[src/rtl/elevator_if.sv]
// Call/status bundle between the elevator controller and its board-side
// neighbours: call buttons in, floor digit / pending LEDs / motion flags out.
interface elevator_if #(
    parameter int NUM_FLOORS = 6
);
    logic [NUM_FLOORS-1:0] call_req;   // per-floor call, level or pulse
    logic [3:0]            floor_bcd;  // current floor, one BCD digit
    logic [NUM_FLOORS-1:0] pending;    // latched calls not yet serviced
    logic                  dir_up;     // car travelling upwards
    logic                  dir_down;   // car travelling downwards
    logic                  door_open;  // door held open at current floor

    // Side that issues calls and watches the car (board glue / testbench).
    modport master (
        output call_req,
        input  floor_bcd,
        input  pending,
        input  dir_up,
        input  dir_down,
        input  door_open
    );

    // The controller itself.
    modport slave (
        input  call_req,
        output floor_bcd,
        output pending,
        output dir_up,
        output dir_down,
        output door_open
    );
endinterface

[src/rtl/elevator_ctrl.sv]
// Elevator car controller: latches floor calls, moves the car one floor at a
// time using LOOK scheduling, and holds the door open at each serviced floor.
// All outputs come straight from registers or the state decode, so nothing
// combinational runs from call_req to the board LEDs / seven-segment digit.
module elevator_ctrl #(
    parameter int NUM_FLOORS  = 6,
    parameter int MOVE_CYCLES = 4,
    parameter int DOOR_CYCLES = 3
) (
    input  logic       clk,
    input  logic       reset,
    elevator_if.slave  bus
);

    localparam int FW      = (NUM_FLOORS > 1) ? $clog2(NUM_FLOORS) : 1;
    localparam int MAX_CYC = (MOVE_CYCLES > DOOR_CYCLES) ? MOVE_CYCLES : DOOR_CYCLES;
    localparam int TW      = $clog2(MAX_CYC + 1);

    localparam logic [FW-1:0] FLOOR_TOP = FW'(NUM_FLOORS - 1);
    localparam logic [TW-1:0] MOVE_LAST = TW'(MOVE_CYCLES - 1);
    localparam logic [TW-1:0] DOOR_LAST = TW'(DOOR_CYCLES - 1);

    typedef enum logic [1:0] {
        S_IDLE      = 2'd0,
        S_MOVE_UP   = 2'd1,
        S_MOVE_DOWN = 2'd2,
        S_DOOR      = 2'd3
    } state_t;

    state_t                state_q,    state_d;
    logic [FW-1:0]         floor_q,    floor_d;
    logic [TW-1:0]         timer_q,    timer_d;
    logic                  last_up_q,  last_up_d;   // 1 = last direction was up
    logic [NUM_FLOORS-1:0] pending_q,  pending_d;

    logic [NUM_FLOORS-1:0] req_now;     // latched calls plus this edge's calls
    logic [NUM_FLOORS-1:0] above_vec;   // pending calls strictly above the car
    logic [NUM_FLOORS-1:0] below_vec;   // pending calls strictly below the car
    logic [NUM_FLOORS-1:0] clr_mask;    // bit of the floor being serviced
    logic                  any_above;
    logic                  any_below;
    logic [FW-1:0]         floor_up;
    logic [FW-1:0]         floor_dn;

    assign req_now  = pending_q | bus.call_req;
    assign floor_up = floor_q + FW'(1);
    assign floor_dn = floor_q - FW'(1);

    // Per-floor position of each pending call relative to the car, and the
    // clear mask for the floor whose door is (or stays) open after this edge.
    generate
        for (genvar gi = 0; gi < NUM_FLOORS; gi++) begin : g_floor
            assign above_vec[gi] = pending_q[gi] && (FW'(gi) > floor_q);
            assign below_vec[gi] = pending_q[gi] && (FW'(gi) < floor_q);
            assign clr_mask[gi]  = (state_d == S_DOOR) && (floor_d == FW'(gi));
        end
    endgenerate

    assign any_above = |above_vec;
    assign any_below = |below_vec;

    // A call for the floor being serviced is absorbed rather than latched.
    assign pending_d = req_now & ~clr_mask;

    // Next-state logic: IDLE decides on registered pending only, moves step
    // one floor per MOVE_CYCLES, DOOR runs its timer (reloaded by a call for
    // the current floor) and always hands back to IDLE for the next decision.
    always_comb begin
        state_d   = state_q;
        floor_d   = floor_q;
        timer_d   = timer_q;
        last_up_d = last_up_q;

        case (state_q)
            S_IDLE: begin
                timer_d = '0;
                if (pending_q[floor_q]) begin
                    state_d = S_DOOR;
                end else if (any_above && any_below) begin
                    // Both sides want the car: carry on the way we were going.
                    state_d = last_up_q ? S_MOVE_UP : S_MOVE_DOWN;
                end else if (any_above) begin
                    state_d   = S_MOVE_UP;
                    last_up_d = 1'b1;
                end else if (any_below) begin
                    state_d   = S_MOVE_DOWN;
                    last_up_d = 1'b0;
                end
            end

            S_MOVE_UP: begin
                if (timer_q == MOVE_LAST) begin
                    timer_d = '0;
                    if (floor_q == FLOOR_TOP) begin
                        // Nowhere further to go; let IDLE re-plan.
                        state_d = S_IDLE;
                    end else begin
                        floor_d = floor_up;
                        if (req_now[floor_up]) begin
                            state_d = S_DOOR;
                        end
                    end
                end else begin
                    timer_d = timer_q + TW'(1);
                end
            end

            S_MOVE_DOWN: begin
                if (timer_q == MOVE_LAST) begin
                    timer_d = '0;
                    if (floor_q == '0) begin
                        // Already at the ground floor; let IDLE re-plan.
                        state_d = S_IDLE;
                    end else begin
                        floor_d = floor_dn;
                        if (req_now[floor_dn]) begin
                            state_d = S_DOOR;
                        end
                    end
                end else begin
                    timer_d = timer_q + TW'(1);
                end
            end

            S_DOOR: begin
                if (bus.call_req[floor_q]) begin
                    // Someone pressed this floor again: restart the door time.
                    timer_d = '0;
                end else if (timer_q == DOOR_LAST) begin
                    timer_d = '0;
                    state_d = S_IDLE;
                end else begin
                    timer_d = timer_q + TW'(1);
                end
            end

            default: begin
                state_d = S_IDLE;
                timer_d = '0;
            end
        endcase
    end

    // State, position, timer, direction memory and pending calls.
    always_ff @(posedge clk) begin
        if (reset) begin
            state_q   <= S_IDLE;
            floor_q   <= '0;
            timer_q   <= '0;
            last_up_q <= 1'b1;
            pending_q <= '0;
        end else begin
            state_q   <= state_d;
            floor_q   <= floor_d;
            timer_q   <= timer_d;
            last_up_q <= last_up_d;
            pending_q <= pending_d;
        end
    end

    assign bus.floor_bcd = 4'(floor_q);
    assign bus.pending   = pending_q;
    assign bus.dir_up    = (state_q == S_MOVE_UP);
    assign bus.dir_down  = (state_q == S_MOVE_DOWN);
    assign bus.door_open = (state_q == S_DOOR);

endmodule

[src/flat_wrapper.sv]
// flat-port wrapper written by rule: the top's interface ports become plain ports
module elevator_ctrl_flat 
#(
    parameter int NUM_FLOORS  = 6,
    parameter int MOVE_CYCLES = 4,
    parameter int DOOR_CYCLES = 3
)
  (clk, reset, bus_call_req, bus_floor_bcd, bus_pending, bus_dir_up, bus_dir_down, bus_door_open);
  elevator_if #(.NUM_FLOORS(NUM_FLOORS)) bus_i ();
  input  logic clk;
  input  logic reset;
  input wire logic [$bits(bus_i.call_req)-1:0] bus_call_req;
  output wire logic [$bits(bus_i.floor_bcd)-1:0] bus_floor_bcd;
  output wire logic [$bits(bus_i.pending)-1:0] bus_pending;
  output wire logic [$bits(bus_i.dir_up)-1:0] bus_dir_up;
  output wire logic [$bits(bus_i.dir_down)-1:0] bus_dir_down;
  output wire logic [$bits(bus_i.door_open)-1:0] bus_door_open;
  assign bus_i.call_req = bus_call_req;
  assign bus_floor_bcd = bus_i.floor_bcd;
  assign bus_pending = bus_i.pending;
  assign bus_dir_up = bus_i.dir_up;
  assign bus_dir_down = bus_i.dir_down;
  assign bus_door_open = bus_i.door_open;
  elevator_ctrl #(.NUM_FLOORS(NUM_FLOORS), .MOVE_CYCLES(MOVE_CYCLES), .DOOR_CYCLES(DOOR_CYCLES)) u_core (.clk(clk), .reset(reset), .bus(bus_i));
endmodule
[config.mk]
export PLATFORM = sky130hd
export DESIGN_NAME = elevator_ctrl_flat
export DESIGN_NICKNAME = d
export VERILOG_FILES = /design/src/rtl/elevator_if.sv /design/src/rtl/elevator_ctrl.sv /design/src/flat_wrapper.sv
export SDC_FILE = /design/constraint.sdc
export NUM_CORES = 1
export LEC_CHECK = 0
export CAP_MARGIN = 25
export CORE_MARGIN = 8
export CORE_UTILIZATION = 59
export DETAILED_ROUTE_END_ITERATION = 7
export MAX_ROUTING_LAYER = met4
export PLACE_DENSITY = 0.91
export SYNTH_ARGS = -nofsm -noshare
export SYNTH_HDL_FRONTEND = slang
export SYNTH_SLANG_ARGS = --single-unit
[constraint.sdc]
create_clock -name clk -period 6.7 [get_ports clk]
set_input_delay 2.01 -clock clk [delete_from_list [all_inputs] [get_ports clk]]
set_output_delay 2.01 -clock clk [all_outputs]
set_load 0.05 [all_outputs]
### Yosys cells after proc, flatten, opt, wreduce, memory -nomap -nowiden

Cells that the tools add are included.

* logic and storage cells: 100
* input port bits: 8
* register bits: 15
* output and inout port bits: 13

* eq/ne operators: 12
* $lt $le $gt $ge: 15
* muxes and demuxes: 33
* reduce and logical (&&, ||, !) cells: 27
* add/sub/neg operators: 3
* bitwise operators: 5

Operators by type and width (count)
* 2-to-1 mux 2 bit: 13
* 2-to-1 mux 3 bit: 7
* logical AND 1 bit: 19
* binary-select mux 1 bit (select 3 bit): 4
* equality test 3 x 2 -> 1 bit, second input constant: 4
* less-than comparator 3 x 4 -> 1 bit, second input constant: 3
* OR reduction 6 bit: 2
* equality test 3 bit, second input constant: 3
* one-hot mux 3 bit (3 select lines): 1
* one-hot mux 2 bit (4 select lines): 1
* adder 3 x 1 -> 3 bit, second input constant: 2
* bitwise AND 6 bit: 1
* equality test 2 bit, second input constant: 3
* > comparator 1 x 3 -> 1 bit, first input constant: 2
* > comparator 2 x 3 -> 1 bit, first input constant: 2
* > comparator 3 bit, first input constant: 2
* zero test 3 bit: 2
* less-than comparator 1 x 3 -> 1 bit, first input constant: 2
* less-than comparator 2 x 3 -> 1 bit, first input constant: 2
* less-than comparator 3 bit, first input constant: 2
* 2-to-1 mux 1 bit: 6
* inverter 6 bit: 1
* bitwise OR 6 bit: 1
* one-hot mux 3 bit (2 select lines): 1
* other kinds (8): 9

### Logic depth before layout (Yosys ltp)

Gate-level depths: netlist (run 1).

* depth after elaboration: 12
* depth in mapped cells: 10
* depth with buffers taken out: 9

### Worst setup path before layout (run 1)

Ideal clock, no wire load.

* kind: in2reg
* from: in bus_call_req[0]
* to: reg u_core.pending_q[0], in the netlist u_core.bus.pending[0]
* data arrival time: 3.508 ns
* library setup time: 0.086 ns
* path slack: 3.106 ns
* path buffers: 0
* stages on the path: 7
* path through: or2_1 -> mux4_2 -> a22oi_2 -> a21oi_2 -> nor4_4 -> nor2_2 -> a211oi_1

* word-level cells in the longest chain between the ends: 11
* elaborated cells on any way between the ends: 19
* classes of those cells: eq/ne: 1; mux: 14; bitwise: 3; reduce/logical: 1

Ends and longest elaborated chain
* start: declaration: line flat_wrapper.sv:12 `input wire logic [$bits(bus_i.call_req)-1:0] bus_call_req;`
* bitwise OR 6 bit: line elevator_ctrl.sv:45 `assign req_now = pending_q | bus.call_req;`
* binary-select mux 1 bit (select 3 bit), on equally long branches: line elevator_ctrl.sv:116, elevator_ctrl.sv:99
* 2-to-1 mux 1 bit, on equally long branches: line elevator_ctrl.sv:116, elevator_ctrl.sv:99
* 2-to-1 mux 2 bit, on equally long branches: line elevator_ctrl.sv:116, elevator_ctrl.sv:99
* 2-to-1 mux 2 bit, on equally long branches: line elevator_ctrl.sv:111, elevator_ctrl.sv:94
* 2-to-1 mux 2 bit, on equally long branches: line elevator_ctrl.sv:109, elevator_ctrl.sv:92
* one-hot mux 2 bit (4 select lines): line elevator_ctrl.sv:74 `case (state_q)`
* equality test 2 bit: line elevator_ctrl.sv:55 `assign clr_mask[gi] = (state_d == S_DOOR) && (floor_d == FW'(gi));`
* logical AND 1 bit: line elevator_ctrl.sv:55
* inverter 6 bit: line elevator_ctrl.sv:63 `assign pending_d = req_now & ~clr_mask;`
* bitwise AND 6 bit *: line elevator_ctrl.sv:63
* end signal: assignment: line elevator_ctrl.sv:157 `pending_q <= pending_d;`
* end: declaration: line elevator_ctrl.sv:34 `logic [NUM_FLOORS-1:0] pending_q, pending_d;`

Mark *: on every way between the ends. The rest lies on a longest branch, timed or not. The select of a mux whose other input is x is not followed.
A chain may end at the register's enable or synchronous reset.

### Worst setup path in the final report (run 1)

* from: reg u_core.floor_q[2]
* to: out bus_floor_bcd[2]

RTL lines
* start: declaration: line elevator_ctrl.sv:31 `logic [FW-1:0] floor_q, floor_d;`
* start signal: assignment: line elevator_ctrl.sv:154 `floor_q <= floor_d;`
* end: declaration: line flat_wrapper.sv:13 `output wire logic [$bits(bus_i.floor_bcd)-1:0] bus_floor_bcd;`

No word-level cell between the ends.

==> impl_metrics.yaml, run 1 <==
run_status:
  status: "completed"
timing:
  timing.final.crit_share_pct: 63.73
  finalCriticalPeriod_ns: 4.270
  tns_ns: 0
  rsz0062_at_grt: "no"
  max_freq_mhz: 234.2
  finClkSkew_ns: 0.002198
  final_max_slew_viol_count: 0
  finalSetupViolCount: 0
  final_hold_viol_count: 0
  slew_headroom_pct: 32.69
  tightest_slew_ns: 1.008
worst_setup_path:
  cp_slowest_cell: "dfxtp_1"
  critPathKind: "flop to output pin"
  cp_slowest_stage_delay_ns: 1.00
  crit_path_start_kind: "flop"
  endpoint: "bus_floor_bcd[2]"
  reg2reg_from: "u_core.floor_q[0]"
  crit_start: "u_core.floor_q[2]"
  critPathCaptureType: "output pin"
  crit_family: "flip-flops"
  timing.rr.end: "u_core.bus.pending[1]"
  reg2reg_slack_ns: 3.30
  path_max_fanout: 27
  cp.required_ns: 4.69
  path_depth: 1
  path_cells: "clkdlybuf4s50_1"
  arrival_ns: 2.26
  worst-path-buf-inv: 1
  ff2ff_path_depth: 8
finish:
  nets: 228
  diodes: 0
  final_cell_mix: "nor2_1 (20), clkdlybuf4s50_1 (19), dfxtp_1 (15), ha_1 (14), nand2_1 (13)"
  n_fill_cell: 188
  final_common_cell: "nor2_1"
  drive_gt1_share_pct: 8.293
  area_growth_pct: 11.85
  fin_util_pct: 69.27
cts:
  cts_tree: "built"
  cts_buffers: 3
  hold_buffers: 0
  cts.sinks: 15
  cts_buffer_depth: 2
  post_cts_resized: 0
  clock_latency_ns: 0.29
  clkTransAtPathRegs_ns: 0.09
  cts-root-buf: "clkbuf_4"
  htreeDepth: 1
  postCtsSetupRepairBufs: 0
placed_design:
  gp_congestion: 1.007
  io_buffers: 19
  post-dp-hpwl_um: 3265
detailed_routing:
  dr.pass1.iters: 4
  drt-initial-drc-count: 146
  ant_nets: 0
  viasPerCell: 6.698
  routed_wl_um: 4311
  vias: 1574
  drc: 0
  wl_per_cell_um: 18.34
yosys:
  synth.distinct_cells: 58
  yosysSeqAreaShare_pct: 19.75
  synth-seq-cells: 15
  syn_nets: 214
  synth-edff-count: 0
  synth_area_leaders: "dfxtp_1 (20%), ha_1 (12%), nor2_1 (4.9%)"
  syn_area_um2: 1520
  ys_async_sr_fraction_pct: 0
  ys_warn_count: 0
  synth_top_area_cell: "dfxtp_1"
  yosysTopAreaCellShare_pct: 19.75
  ys.flop_type: "dfxtp_1"
  synth_cells: 192
  avgSynthCellArea_um2: 7.918
floorplan:
  fp-row-count: 18
  coreArea_um2: 2455
  dieArea_um2: 4457
  die_h_um: 66.76
  ioPinCount: 21
  fp.dieW_um: 66.76
  start_util_pct: 61.93
global_routing:
  track_usage_pct: 19.70
  gr-usage-met2_pct: 31.18
  grtUsageMet1_pct: 24.47
  grt_pass1_vias: 1437
  grt_busiest_layer: "met2"
  grt_antenna_before_repair: 0
  grt_pass1_wl_um: 6748
  grt_max_degree: 28
  grt_overflow: 0
  met3_usage_pct: 2.517
pwr:
  leakage_nw: 0.5987
  p_total_uw: 429.1
  cellPowerDensity_nw_per_um2: 252.3
  vdd_drop_max_uv: 219.4
hold_path:
  hold_path_class: "flop to flop"
flow_run:
  drv_cap: 0
[per-stage QoR]
stage / std cells / setup WS [ns] / hold slack, ns / instance area [um2]
global placement: 231 / 2.534 / 0.4302 / 1673
CTS: 235 / 2.460 / 0.4566 / 1700
detailed placement: 231 / 2.435 / 0.4415 / 1673
global route: 235 / 2.380 / 0.4918 / 1700
floorplan: 192 / 3.106 / 0.4173 / 1520
finish: 235 / 2.430 / 0.4461 / 1700
[power breakdown]
part           switching (mW)  internal [mW]
logic                   0.167         0.0876
clock network          0.0314         0.0222
registers              0.0191          0.102
[cells in the mapped netlist, types with 3 or more instances]
library cell,n
or2_2,3
nand4_1,3
a21oi_1,9
nor2b_1,4
inv_1,9
nand2_1,13
or2_1,3
nor3_1,10
a2111oi_0,3
dfxtp_1,15
nor2_1,20
a31oi_1,6
buf_4,4
ha_1,14
o22ai_1,3
nand3b_1,3
nand3_1,4
o21ai_0,4
a211oi_1,7
nand2b_1,3
mux2i_1,3
[logic make-up (layout without fill, tap and decap cells)]
group                      after synthesis  in the layout  share of synthesized area, %
xor gates and xnor gates                 3              3                         1.729
and+or+nand+nor                         81             81                         29.30
muxes                                    5              5                         4.197
other                                    1              1                        0.2467
adders and majority gates               14             14                         11.52
DFF                                     15             15                         19.75
buffers and inverters                   20             33                         7.407
AOI/OAI and AO/OA                       53             53                         25.84
[layout make-up]
| type | count | area [um2] | share of cell area, % |
|---|---|---|---|
| repair buffers | 19 | 190.2 | 11.18 |
| clock inverters | 1 | 5.005 | 0.2943 |
| well taps | 30 | 37.54 | 2.208 |
| flip-flops and latches | 15 | 300.3 | 17.66 |
| clock buffers | 3 | 22.52 | 1.325 |
| multi-input cells | 157 | 1107 | 65.12 |
| inverters | 10 | 37.54 | 2.208 |
[per-layer routing]
layer	vias up	routed length (um)
met5	-	0
met4	0	65
met3	11	393
met2	89	2126
met1	735	1726
li1	739	-
[state kept, by name (all words and copies together) (netlist names)]
register and cells:
u_core.timer_q 3, u_core.last_up_q 1, u_core.state_q 2, u_core.bus.pending 6, u_core.floor_q 3
[worst min path at each step]
stage	slack, ns	endpoint	start	cells after the start
final	0.45	u_core.timer_q[0]	u_core.timer_q[0]	1
after global routing	0.49	u_core.timer_q[0]	u_core.timer_q[0]	1
after CTS	0.46	u_core.timer_q[0]	u_core.timer_q[0]	1
after detailed placement	0.44	u_core.timer_q[0]	u_core.timer_q[0]	1
after global placement	0.43	u_core.timer_q[0]	u_core.timer_q[0]	1
after floorplan	0.42	u_core.timer_q[0]	u_core.timer_q[0]	1
No activity file was read; power rests on OpenSTA's default activity.
==> run 2: changes to the inputs <==
CORE_UTILIZATION = 55   (was 59)
PLACE_DENSITY = 0.86   (was 0.91)
clock period = 4.4 ns   (was 6.7 ns; I/O delays follow)
==> run 2 against run 1 <==
  * Hold slack improved by 0.012 ns
  * Utilization fell by 5.9 points
  * Via count decreased by 3.4%
  * Critical path type unchanged
  * Critical endpoint unchanged
  * Non-clock buffer count stayed put
  * Highest routed layer unchanged
==> impl_metrics.yaml, run 2 (synthesis results as in run 1) <==
timing:
  finClkSkew_ns: 0.001920
  rsz0062_at_grt: "no"
  finalCriticalPeriod_ns: 3.532
  max_freq_mhz: 283.2
  final_max_slew_viol_count: 0
  tightest_slew_ns: 0.9618
  holdWs_ns: 0.4583
  timing.final.crit_share_pct: 80.27
  final_hold_viol_count: 0
  tns_ns: 0
  slew_headroom_pct: 35.79
  finalSetupViolCount: 0
finish:
  area_growth_pct: 11.93
  largest_reg_flops: 6
  nets: 228
  finalNonFillerCells: 236
  final_cell_mix: "nor2_1 (20), clkdlybuf4s50_1 (19), dfxtp_1 (15), ha_1 (14), nand2_1 (13)"
  diodes: 0
  final_common_cell: "nor2_1"
  drive_gt1_share_pct: 8.293
worst_setup_path:
  cp_slowest_cell: "dfxtp_1"
  crit_family: "flip-flops"
  path_cells: "clkdlybuf4s50_1"
  critPathKind: "flop to output pin"
  worst-path-buf-inv: 1
  path_max_fanout: 27
  cp.required_ns: 3.08
  critPathCaptureType: "output pin"
  cp_slowest_stage_delay_ns: 0.96
  crit_path_start_kind: "flop"
  arrival_ns: 2.21
cts:
  cts_buffers: 3
  cts_buffer_depth: 2
  post_cts_resized: 0
  clkTransAtPathRegs_ns: 0.09
  hold_buffers: 0
  postCtsSetupRepairBufs: 0
  clock_latency_ns: 0.28
  cts-root-buf: "clkbuf_4"
  htreeDepth: 1
  cts.sinks: 15
  cts_tree: "built"
pwr:
  seq_power_share_pct: 28.3
  power.share.clock_pct: 12.3
  cellPowerDensity_nw_per_um2: 380.3
  intPower_uw: 321.9
  switching_power_uw: 325.2
  leakage_nw: 0.5987
  p_sw_share_pct: 50.26
  combPwrFrac_pct: 59.4
  vdd_drop_max_uv: 332.3
detailed_routing:
  vias: 1520
  drc: 0
  wl_per_cell_um: 17.46
  routed_wl_um: 4121
  drt-initial-drc-count: 111
  dr.pass1.iters: 4
  ant_nets: 0
  viasPerCell: 6.441
global_routing:
  grt_antenna_before_repair: 0
  track_usage_pct: 19.21
  grt_pass1_wl_um: 6817
  grt_overflow: 0
  grt_max_degree: 28
  grt_pass1_vias: 1429
floorplan:
  die_h_um: 68.58
  dieArea_um2: 4703
  fp-row-count: 19
  start_util_pct: 56.59
  coreArea_um2: 2686
  fp.dieW_um: 68.58
  ioPinCount: 21
run_status:
  status: "completed"
placed_design:
  io_buffers: 19
  gp_congestion: 0.9844
  place_inst: 232
  post-dp-hpwl_um: 3221
hold_path:
  hold_path_class: "flop to flop"
flow_run:
  drv_cap: 0
## run 2: final cells by class
type                    instances  area (um2)
repair buffers                 19       190.2
clock buffers                   3       22.52
fillers                       247       984.7
multi-input cells             157        1107
inverters                      10       37.54
flip-flops and latches         15       300.3
well taps                      31       38.79
clock inverters                 1       5.005
## run 2: metal layers
layer | global-route usage (%) | vias to the layer above | wire length [um]
met5 | - | - | 0
met4 | 5.882 | 0 | 40
met3 | 4.039 | 6 | 322
met2 | 30.31 | 67 | 2013
met1 | 23.96 | 709 | 1745
li1 | - | 738 | -
## run 2: stage by stage
stage / instance area [um2] / utilization [%] / worst slack [ns] / total power [mW]
3_5_place_dp: 1674 / 62.32 / 0.8069 / 0.5668
5_1_grt: 1702 / 63.34 / 0.6372 / 0.6954
3_3_place_gp: 1674 / 62.32 / 0.8821 / 0.5495
6_report: 1702 / 63.34 / 0.8683 / 0.6472
2_1_floorplan: 1520 / - / 1.496 / 0.4684
4_1_cts: 1702 / 63.34 / 0.8906 / 0.6454
## run 2: power groups by stage
| stage | clock network [mW] | logic, mW | registers, mW |
|---|---|---|---|
| after floorplan | 0 | 0.268 | 0.201 |
| after global placement | 0 | 0.366 | 0.184 |
| after detailed placement | 0 | 0.382 | 0.185 |
| after CTS | 0.0802 | 0.383 | 0.182 |
| after global routing | 0.0877 | 0.421 | 0.187 |
| final | 0.0799 | 0.384 | 0.183 |
## run 2: worst paths after layout
check | to | startpoint | slack [ns] | depth (start not counted)
min | u_core.timer_q[0] | u_core.timer_q[0] | 0.46 | 1
min reg2reg | u_core.timer_q[0] | u_core.timer_q[0] | 0.46 | 1
max | bus_floor_bcd[2] | u_core.floor_q[2] | 0.87 | 1
max reg2reg | u_core.bus.pending[0] | u_core.floor_q[1] | 0.96 | 9
